### config.mk
export PLATFORM = sky130hd
export DESIGN_NAME = uart_sram_transmitter
export DESIGN_NICKNAME = d
export VERILOG_FILES = /design/src/rtl/uart_sram_transmitter.sv
export SDC_FILE = /design/constraint.sdc
export NUM_CORES = 1
export LEC_CHECK = 0
export CAP_MARGIN = 10
export CELL_PAD_IN_SITES_DETAIL_PLACEMENT = 1
export CELL_PAD_IN_SITES_GLOBAL_PLACEMENT = 2
export CORE_MARGIN = 2
export CORE_UTILIZATION = 37
export CTS_CLUSTER_DIAMETER = 50
export DETAILED_ROUTE_END_ITERATION = 12
export GPL_TIMING_DRIVEN = 1
export PLACE_DENSITY_LB_ADDON = 0.1
export SLEW_MARGIN = 20
export SYNTH_ARGS = -nofsm -noshare
export SYNTH_HDL_FRONTEND = slang
export SYNTH_SLANG_ARGS = --single-unit
### constraint.sdc
create_clock -name CLOCK_50_I -period 4.1 [get_ports CLOCK_50_I]
set_input_delay 0.82 -clock CLOCK_50_I [delete_from_list [all_inputs] [get_ports CLOCK_50_I]]
set_output_delay 0.82 -clock CLOCK_50_I [all_outputs]
set_load 0.02 [all_outputs]
### src/rtl/uart_sram_transmitter.sv
// Streams a block of 16-bit SRAM words out an 8N1 serial line, high byte first.
// One word per pass: address, wait out SRAM latency, capture, then two back-to-back frames.
module uart_sram_transmitter #(
  parameter int unsigned BAUD_DIV = 434
) (
  input  logic        CLOCK_50_I,
  input  logic        resetn,
  input  logic        Start,
  input  logic [17:0] Base_address,
  input  logic [17:0] Word_count,
  output logic [17:0] SRAM_address,
  input  logic [15:0] SRAM_read_data,
  output logic        SRAM_we_n,
  output logic        UART_TX_O,
  output logic        Busy,
  output logic        Done
);

  typedef enum logic [2:0] {
    S_IDLE, S_ADDR, S_WAIT, S_CAPTURE, S_SEND_HI, S_SEND_LO, S_NEXT, S_DONE
  } state_t;

  localparam logic [15:0] BAUD_LAST = 16'(BAUD_DIV - 1);
  localparam logic [3:0]  BIT_STOP  = 4'd9;

  state_t      state_q, state_d;
  logic [17:0] addr_q, addr_d;
  logic [17:0] remaining_q, remaining_d;
  logic [17:0] sram_addr_q, sram_addr_d;
  logic [15:0] word_buf_q, word_buf_d;
  logic [15:0] baud_q, baud_d;
  logic [3:0]  bit_q, bit_d;
  logic        tx_q, tx_d;

  // Line level for a given frame position: index 0 is the start bit, 1..8 data LSB first, 9 stop.
  function automatic logic lineLevel(input state_t st, input logic [3:0] idx, input logic [15:0] word);
    logic [7:0] b;
    logic       lvl;
    b   = (st == S_SEND_HI) ? word[15:8] : word[7:0];
    lvl = 1'b1;
    if (st == S_SEND_HI || st == S_SEND_LO) begin
      if (idx == 4'd0)
        lvl = 1'b0;
      else if (idx <= 4'd8)
        lvl = b[3'(idx - 4'd1)];
    end
    return lvl;
  endfunction

  always_ff @(posedge CLOCK_50_I or negedge resetn) begin
    if (!resetn) begin
      state_q     <= S_IDLE;
      addr_q      <= '0;
      remaining_q <= '0;
      sram_addr_q <= '0;
      word_buf_q  <= '0;
      baud_q      <= '0;
      bit_q       <= '0;
      tx_q        <= 1'b1;
    end else begin
      state_q     <= state_d;
      addr_q      <= addr_d;
      remaining_q <= remaining_d;
      sram_addr_q <= sram_addr_d;
      word_buf_q  <= word_buf_d;
      baud_q      <= baud_d;
      bit_q       <= bit_d;
      tx_q        <= tx_d;
    end
  end

  always_comb begin
    state_d     = state_q;
    addr_d      = addr_q;
    remaining_d = remaining_q;
    sram_addr_d = sram_addr_q;
    word_buf_d  = word_buf_q;
    baud_d      = baud_q;
    bit_d       = bit_q;

    case (state_q)
      // An empty request detours through S_NEXT so Done lands two cycles after Start.
      S_IDLE: begin
        if (Start) begin
          addr_d      = Base_address;
          remaining_d = Word_count;
          state_d     = (Word_count == '0) ? S_NEXT : S_ADDR;
        end
      end
      S_ADDR:    state_d = S_WAIT;
      S_WAIT:    state_d = S_CAPTURE;
      S_CAPTURE: begin
        word_buf_d = SRAM_read_data;
        state_d    = S_SEND_HI;
      end
      S_SEND_HI, S_SEND_LO: begin
        if (baud_q == BAUD_LAST) begin
          baud_d = '0;
          if (bit_q == BIT_STOP) begin
            bit_d   = '0;
            state_d = (state_q == S_SEND_HI) ? S_SEND_LO : S_NEXT;
          end else begin
            bit_d = bit_q + 4'd1;
          end
        end else begin
          baud_d = baud_q + 16'd1;
        end
      end
      S_NEXT: begin
        addr_d      = addr_q + 18'd1;
        remaining_d = (remaining_q == '0) ? '0 : remaining_q - 18'd1;
        state_d     = (remaining_q <= 18'd1) ? S_DONE : S_ADDR;
      end
      S_DONE:  state_d = S_IDLE;
      default: state_d = S_IDLE;
    endcase

    // Address register loads as the read begins so it is visible during S_ADDR.
    if (state_d == S_ADDR)
      sram_addr_d = addr_d;

    tx_d = lineLevel(state_d, bit_d, word_buf_d);
  end

  assign SRAM_address = sram_addr_q;
  assign SRAM_we_n    = 1'b1;
  assign UART_TX_O    = tx_q;
  assign Busy         = (state_q != S_IDLE) && (state_q != S_DONE);
  assign Done         = (state_q == S_DONE);

endmodule

==> flow_summary_export.csv, run 1 <==
group,metric,value,unit
layout,fill_cells,1476,
setup_path,cp_slowest_cell,"clkdlybuf4s50_1",
clocking,clock-root-buffer,"clkbuf_16",
power,fin_total_pwr,4.11,mW
yosys,async_reset_ff_share,100,%
layout,final_cell_count_no_fill,739,
timing,period_share,74.1,%
timing,fin_crit,3.04,ns
setup_path,worst_setup_path_start_kind,"primary input",
clocking,cts_buffers,9,
yosys,syn_area_per_cell,9.99,um^2
power,seqPwrFrac,39.6,%
timing,tns,0,ns
setup_path,r2r_setup_slack,1.15,ns
drt,first_iter_violations,182,
yosys,yosys_warnings,0,
power,powerDensity,675,nW/um^2
yosys,yosysTopAreaCell,"dfrtp_1",
hold_path,hold_class,"primary input to asynchronous set/reset pin",
power,p_int,2.49,mW
global_route,first_global_vias,4387,
setup_path,end_kind,"flip-flop",
power,ir_drop,0.308,mV
drt,vias,4033,
timing,slew_violations,0,
timing,max_freq,329,MHz
die,rows,42,
outcome,outcome,"finished clean",
place,place_ws,0.636,ns
timing,setup_violations,0,
power,power.switching,1.62,mW
drt,drtAntennaViolNets,0,
layout,final_nets,621,
yosys,ys_ff_latch,94,
place,place.gp.congestion,0.757,
timing,worst_hold_slack,0.367,ns
yosys,netlist_area,4920,um^2
timing,rsz0062_at_grt,"no",
yosys,ys_types,54,
die,pin_count,77,
setup_path,critical_path.max_stage_delay,0.52,ns
yosys,yosysTopAreaCellShare,47.3,%
setup_path,rr_endpoint,"remaining_q[15]",
drt,drtPass1Iterations,4,
place,portBuffers,75,
clocking,clk_latency,0.35,ns
layout,area_delta_synth_final,23.7,%
yosys,syn_inst,493,
setup_path,cp-startpoint,"Start",
setup_path,setup.worst_path.end,"SRAM_address[13]",
power,leakage,2.56,nW
global_route,gr-total-overflow,0,
die,die-area,14200,um^2
clocking,clock_path_buffers,2,
setup_path,worstPathArrival,3.27,ns
drt,routed_wl,13200,um
yosys,synth.net_count,556,
yosys,synth-edff-count,0,
layout,register_area,2350,um^2
setup_path,worstSetupPathType,"primary input to flip-flop",
timing,layout_setup_ws,1.06,ns
clocking,cts_tree,"built",
drt,drc,0,
setup_path,r2r-start,"remaining_q[4]",
clocking,cts_resized,0,
clocking,cts_setup_buffers,0,
global_route,grt_usage,19.5,%
yosys,synth_flop_cell,"dfrtp_1",
die,start_util,37.5,%
layout,diodes,0,
clocking,holdBufCountCts,0,
setup_path,path_max_fanout,11,
setup_path,required,4.33,ns
clocking,clkTransAtPathRegs,0.07,ns
timing,tightest_slew,1.03,ns
yosys,synthTopCellsByCount,"dfrtp_1 (93), nand2_1 (48), o21ai_0 (46)",
drt,wl_per_cell,17.8,um
timing,fin_skew,0.00811,ns
clocking,clkSinkCount,94,
layout,final_core_util,46.4,%
layout,multiInputGateArea,2380,um^2
layout,design_area,6090,um^2
die,dieWidth,119,um
drt,vias_per_cell,5.46,
global_route,grt_max_degree,39,
power,clkPwrFrac,19.2,%
layout,drive_gt1_share,10.7,%
clocking,cts_max_level,3,
timing,finalHoldViolations,0,
global_route,grt_pass1_wl,22100,um
timing,slew_headroom,31.4,%
power,p_comb_share,41.2,%
die,core-area,13100,um^2
place,dp_hpwl,9400,um
yosys,seq_area_frac_synth,47.8,%
place,dpl_cell_area,5820,um^2
setup_path,path_cells,"clkdlybuf4s50_1, nor2b_1, and3_1, nand2b_1, o21ai_0, a221o_1, mux2_1",
yosys,synthTopCellsByArea,"dfrtp_1 (47%), mux2_2 (6.4%), o21ai_0 (4.7%)",
die,die_y,119,um
global_route,antenna_found_initial,0,
run,drv_cap,0,
place,placed_cells,723,
yosys,yosysMostFrequentCell,"dfrtp_1",
setup_path,worst_r2r_path_depth,7,
power,p_sw_share,39.3,%
## per-layer routing
| layer | vias to the layer above | part of all wire, % | GRT usage [%] | routed length, um |
|---|---|---|---|---|
| li1 | 1936 | - | - | - |
| met1 | 2023 | 48 | 25.6 | 6300 |
| met2 | 61 | 48 | 32.5 | 6270 |
| met3 | 13 | 3.5 | 4.41 | 457 |
| met4 | 0 | 1.0 | 5.44 | 136 |
| met5 | - | 0 | 0 | 0 |
## cell families after synthesis
logic type,Yosys count,share of synthesized area [%]
mux,44,10.1
simple gates,161,16.8
fa+ha+maj,8,2.03
flops,94,47.8
other cells,1,0.0761
xor+xnor,17,3.40
compound gates,123,15.9
buf+inv,45,3.99
## cell usage in the layout (no fill, tap or decap), types with 7 or more instances in the layout
cell type and instances:
dfrtp_1 93, clkdlybuf4s50_1 74, nand2_1 48, o21ai_0 46
nor2_1 31, mux2_2 28, a21oi_1 27, inv_1 15
nand3_1 14, nor3_1 11, and3_1 9, o311ai_0 9
xnor2_1 9, clkbuf_16 9, buf_4 9, nor4_1 8
mux2i_1 8, nand4_1 8, a221o_1 8, ha_1 8
a32oi_1 7, xor2_1 7, mux2_1 7
## state kept, by name (all words and copies together) (netlist names)
signal	flops
addr_q	18
SRAM_address	18
UART_TX_O	1
bit_q	4
baud_q	16
remaining_q	18
word_buf_q	16
state_q	3
## critical path, delay by kind of cell
family          cells  cell delay, ns
compound gates      2            0.49
simple gates        3            1.14
buf+inv             1            0.52
mux                 1            0.29
## how the worst min path moves through the flow
stage	from	cells past startpoint	endpoint
after detailed placement	baud_q[15]	1	baud_q[15]
after CTS	resetn	1	remaining_q[15]
after global placement	baud_q[15]	1	baud_q[15]
after global routing	resetn	1	remaining_q[15]
final	resetn	1	remaining_q[15]
after floorplan	baud_q[15]	1	baud_q[15]
## cell type report
class,count,share of cell area (%)
Multi-Input combinational cell,354,39.1
Timing Repair Buffer,83,13.3
Tap cell,176,3.61
Clock buffer,11,3.82
Sequential cell,94,38.6
Inverter,16,1.03
Clock inverter,5,0.595
## power by group through the flow
stage	Clock (mW)	Combinational, mW	Sequential, mW
after detailed placement	0	1.71	1.64
after global placement	0	1.66	1.63
after CTS	0.814	1.72	1.63
after global routing	0.847	1.89	1.70
final	0.789	1.69	1.63
after floorplan	0	1.12	1.61
(Power assumes the default switching activity.)
==> run 2: changes to the inputs <==
--- a/config.mk
+++ b/config.mk
@@ -9,7 +9,7 @@
 export CELL_PAD_IN_SITES_DETAIL_PLACEMENT = 1
 export CELL_PAD_IN_SITES_GLOBAL_PLACEMENT = 2
 export CORE_MARGIN = 2
-export CORE_UTILIZATION = 37
+export CORE_UTILIZATION = 34
 export CTS_CLUSTER_DIAMETER = 50
 export DETAILED_ROUTE_END_ITERATION = 12
 export GPL_TIMING_DRIVEN = 1
==> constraint.sdc (replaced) <==
create_clock -name CLOCK_50_I -period 3 [get_ports CLOCK_50_I]
set_input_delay 0.6 -clock CLOCK_50_I [delete_from_list [all_inputs] [get_ports CLOCK_50_I]]
set_output_delay 0.6 -clock CLOCK_50_I [all_outputs]
set_load 0.02 [all_outputs]
==> flow_summary_export.csv, run 2 (synthesis results as in run 1) <==
group,metric,value,unit
timing,fin_skew,0.00678,ns
timing,fin_crit,2.66,ns
setup_path,r2r_setup_slack,0.34,ns
drt,drc,0,
setup_path,path_max_fanout,4,
power,ir_drop,0.401,mV
layout,final_nets,634,
global_route,grt_usage,17.8,%
global_route,grt_max_degree,40,
layout,area_delta_synth_final,27.0,%
global_route,gr-total-overflow,0,
timing,tightest_slew,1.14,ns
layout,design_area,6250,um^2
die,dieWidth,124,um
clocking,cts_resized,0,
global_route,antenna_found_initial,0,
clocking,cts_tree,"built",
drt,vias,4087,
timing,max_freq,375,MHz
drt,drtPass1Iterations,4,
layout,final_common_cell,"dfrtp_1",
place,dp_hpwl,9490,um
setup_path,end_kind,"flip-flop",
layout,final_core_util,44.7,%
setup_path,worstPathArrival,2.94,ns
global_route,grtUsageMet3,2.58,%
layout,diodes,0,
global_route,use_met1,24.5,%
clocking,cts_buffers,9,
timing,layout_setup_ws,0.335,ns
outcome,outcome,"finished clean",
die,start_util,35.2,%
die,core-area,14000,um^2
clocking,clock-root-buffer,"clkbuf_16",
place,dpl_cell_area,5950,um^2
layout,mostFrequentLayoutCells,"dfrtp_1 (93), clkdlybuf4s50_1 (74), nand2_1 (48)",
timing,worst_hold_slack,0.191,ns
setup_path,cp.depth,13,
timing,slew_violations,0,
die,rows,43,
clocking,clkTransAtPathRegs,0.07,ns
timing,setup_violations,0,
timing,period_share,88.8,%
setup_path,required,3.28,ns
clocking,cts_max_level,3,
setup_path,worst_r2r_path_depth,13,
layout,drive_gt1_share,12.7,%
global_route,grt_pass1_wl,22600,um
clocking,clkSinkCount,94,
global_route,first_global_vias,4460,
timing,tns,0,ns
hold_path,hold_class,"primary input to asynchronous set/reset pin",
die,pin_count,77,
setup_path,cp_top_family,"simple AND/OR/NAND/NOR gates",
power,fin_total_pwr,5.82,mW
place,placed_cells,740,
die,die_y,124,um
setup_path,worstSetupPathType,"flip-flop to flip-flop",
power,leakage,2.66,nW
setup_path,path_buf_inv,2,
global_route,global_route.usage.met2,28.4,%
die,die-area,15500,um^2
clocking,clk_latency,0.35,ns
clocking,holdBufCountCts,0,
setup_path,path_cells,"inv_1, ha_1, nor3b_1, and4_1, and2_4, nand2_1, mux2i_1, ha_1, inv_1, mux2i_1, o2111a_1, o22ai_1, nand2_1",
global_route,busiest_layer,"met2",
setup_path,cp_slowest_cell,"dfrtp_1",
drt,wl_per_cell,17.4,um
drt,first_iter_violations,216,
timing,finalHoldViolations,0,
drt,vias_per_cell,5.41,
drt,routed_wl,13200,um
setup_path,worst_setup_path_start_kind,"flip-flop",
place,place.gp.congestion,0.752,
layout,final_cell_count_no_fill,756,
drt,drtAntennaViolNets,0,
timing,slew_headroom,23.8,%
run,drv_cap,0,
power,powerDensity,930,nW/um^2
setup_path,critical_path.max_stage_delay,0.40,ns
place,place_ws,0.0235,ns
place,portBuffers,75,
clocking,clock_path_buffers,2,
timing,rsz0062_at_grt,"no",
clocking,cts_setup_buffers,0,
## run 2: worst paths after layout
kind / start / to
worst max-delay path: baud_q[1] / UART_TX_O
worst min-delay path: resetn / remaining_q[15]
worst max register to register: baud_q[1] / UART_TX_O
worst min register to register: baud_q[15] / baud_q[15]
max in group asynchronous: resetn / addr_q[0]
min in group CLOCK_50_I: baud_q[15] / baud_q[15]
## run 2: power by group
| group | switching [mW] | internal (mW) | total, mW |
|---|---|---|---|
| Clock | 0.493 | 0.691 | 1.18 |
| Combinational | 1.28 | 1.14 | 2.42 |
| Sequential | 0.437 | 1.78 | 2.21 |
| Total | 2.21 | 3.61 | 5.82 |
## run 2: area by class of cell
type                            count  area, um^2
Clock inverter                      3        42.5
Fill cell                        1571        7730
Sequential cell                    94        2350
Inverter                           16        62.6
Tap cell                          180         225
Multi-Input combinational cell    354        2380
Clock buffer                       13         260
Timing Repair Buffer               96         931
## run 2: routing by layer
metal  part of all wire (%)  up-vias  routed length [um]
li1                       -     1958                   -
met1                     48     2044                6340
met2                     47       69                6220
met3                    2.8       16                 369
met4                    1.8        0                 236
met5                      0        -                   0
==> run 3: changes to the inputs <==
--- a/config.mk
+++ b/config.mk
@@ -10,9 +10,9 @@
 export CELL_PAD_IN_SITES_GLOBAL_PLACEMENT = 2
 export CORE_MARGIN = 2
 export CORE_UTILIZATION = 34
-export CTS_CLUSTER_DIAMETER = 50
+export CTS_CLUSTER_DIAMETER = 120
 export DETAILED_ROUTE_END_ITERATION = 12
-export GPL_TIMING_DRIVEN = 1
+export GPL_TIMING_DRIVEN = 0
 export PLACE_DENSITY_LB_ADDON = 0.1
 export SLEW_MARGIN = 20
 export SYNTH_ARGS = -nofsm -noshare
==> flow_summary_export.csv, run 3 (synthesis results as in run 1) <==
group,metric,value,unit
outcome,outcome,"finished clean",
drt,vias_per_cell,5.40,
setup_path,path_cells,"ha_1, nor3b_2, and4_1, buf_6, and2_4, buf_6, nand2_1, mux2i_2, ha_1, inv_2, mux2i_1, o2111a_1, o22ai_1, nand2_1",
die,pin_count,77,
clocking,clkSinkCount,94,
timing,rsz0062_at_grt,"yes",
global_route,antenna_found_initial,0,
timing,setup_violations,0,
power,ir_drop,0.343,mV
global_route,grt_usage,18.7,%
timing,slew_violations,0,
timing,fin_skew,0.00864,ns
place,portBuffers,75,
power,leakage,2.61,nW
setup_path,path_max_fanout,9,
power,fin_total_pwr,5.75,mW
die,core-area,14000,um^2
drt,routed_wl,13900,um
hold_path,hold_class,"primary input to asynchronous set/reset pin",
place,dpl_cell_area,5930,um^2
setup_path,required,3.28,ns
drt,drtAntennaViolNets,0,
timing,slew_headroom,58.2,%
run,drv_cap,0,
setup_path,worstPathArrival,3.11,ns
clocking,cts_max_level,3,
clocking,holdBufCountCts,0,
die,die_y,124,um
setup_path,worstSetupPathType,"flip-flop to flip-flop",
drt,first_iter_violations,118,
layout,final_nets,644,
clocking,clock-root-buffer,"clkbuf_16",
drt,drtPass1Iterations,4,
global_route,grt_pass1_wl,23400,um
layout,fill_cells,1599,
place,dp_hpwl,9900,um
drt,vias,4136,
timing,fin_crit,2.83,ns
timing,max_freq,353,MHz
clocking,clkTransAtPathRegs,0.07,ns
timing,period_share,94.4,%
place,placed_cells,749,
power,p_int,3.45,mW
layout,final_common_cell,"dfrtp_1",
layout,area_delta_synth_final,26.4,%
global_route,grt_max_degree,54,
power,clkPwrFrac,18.9,%
clocking,cts_buffers,9,
power,p_sw_share,40.0,%
place,place.gp.congestion,0.799,
die,start_util,35.2,%
layout,mostFrequentLayoutCells,"dfrtp_1 (93), clkdlybuf4s50_1 (74), nand2_1 (48)",
timing,finalHoldViolations,0,
clocking,cts_tree,"built",
layout,drive_gt1_share,11.4,%
layout,diodes,0,
clocking,clk_latency,0.35,ns
global_route,gr-total-overflow,0,
drt,drc,0,
layout,final_cell_count_no_fill,766,
drt,wl_per_cell,18.2,um
layout,design_area,6230,um^2
global_route,first_global_vias,4548,
setup_path,critical_path.max_stage_delay,0.42,ns
power,seqPwrFrac,37.5,%
power,p_comb_share,43.6,%
die,die-area,15500,um^2
die,dieWidth,124,um
timing,tns,0,ns
power,powerDensity,923,nW/um^2
setup_path,cp_slowest_cell,"dfrtp_1",
timing,tightest_slew,0.627,ns
power,power.switching,2.30,mW
clocking,clock_path_buffers,2,
setup_path,worst_setup_path_start_kind,"flip-flop",
setup_path,end_kind,"flip-flop",
die,rows,43,
run 3: cell count changes in the layout (fill, tap and decap cells not counted), moves of 3 or more:
cell      previous run  this run
buf_4               20         4
buf_6                0         3
clkbuf_1             2        19
clkbuf_2             0         4
run 3: layout make-up:
type,instances,area (um^2),share of cell area (%)
repair buffers,77,787,12.6
clock buffers,11,233,3.74
multi-input cells,354,2390,38.4
inverters,16,62.6,1.00
well taps,180,225,3.62
flip-flops and latches,94,2350,37.8
plain buffers,29,141,2.27
clock inverters,5,35.0,0.563
run 3: layer usage:
layer  GRT usage (%)  up-vias  part of all wire, %
met5               0        -                    0
met4            5.82        0                  1.3
met3            3.26       15                  3.2
met2            30.9       68                   48
met1            25.0     2080                   47
li1                -     1973                    -
run 3: what timing repair did:
| action | in CTS | in global routing |
|---|---|---|
| setup endpoints to repair | 8 | 23 |
| pin swaps | 0 | 1 |
| buffers inserted | 0 | 1 |
| gates resized for setup | 1 | 12 |
| gates cloned | 0 | 0 |
run 3: path summary, 6_finish.rpt:
path                                   from                to  slack, ns  cells after the start
hold reg to reg            SRAM_address[16]  SRAM_address[16]       0.49                      1
min in group CLOCK_50_I    SRAM_address[16]  SRAM_address[16]       0.49                      1
setup / recovery                  baud_q[0]         UART_TX_O       0.17                     14
hold / removal                       resetn   remaining_q[17]       0.16                      1
setup reg to reg                  baud_q[0]         UART_TX_O       0.17                     14
max in group asynchronous            resetn     word_buf_q[1]       2.23                      2
run 3: worst max-delay path, delay by kind of cell, from the launching register on:
| family | cells | cell delay, ns |
|---|---|---|
| compound gates | 2 | 0.41 |
| simple gates | 5 | 0.69 |
| fa+ha+maj | 2 | 0.53 |
| buf+inv | 3 | 0.35 |
| mux | 2 | 0.36 |
| flops | 1 | 0.42 |
run 3: metrics by stage:
step	utilization, %	setup WS, ns	hold slack [ns]
2_1_floorplan	-	0.415	0.304
3_3_place_gp	42.2	-2.43	0.469
3_5_place_dp	42.4	-0.215	0.477
4_1_cts	44.3	0.0746	0.188
5_1_grt	44.5	-0.0535	0.196
6_report	44.5	0.167	0.163
run 3: power by group through the flow:
stage / Sequential [mW] / Combinational, mW / Clock, mW
floorplan: 2.20 / 1.53 / 0
global placement: 2.15 / 2.45 / 0
detailed placement: 2.18 / 2.50 / 0
CTS: 2.16 / 2.53 / 1.11
global route: 2.24 / 2.79 / 1.16
finish: 2.16 / 2.51 / 1.08
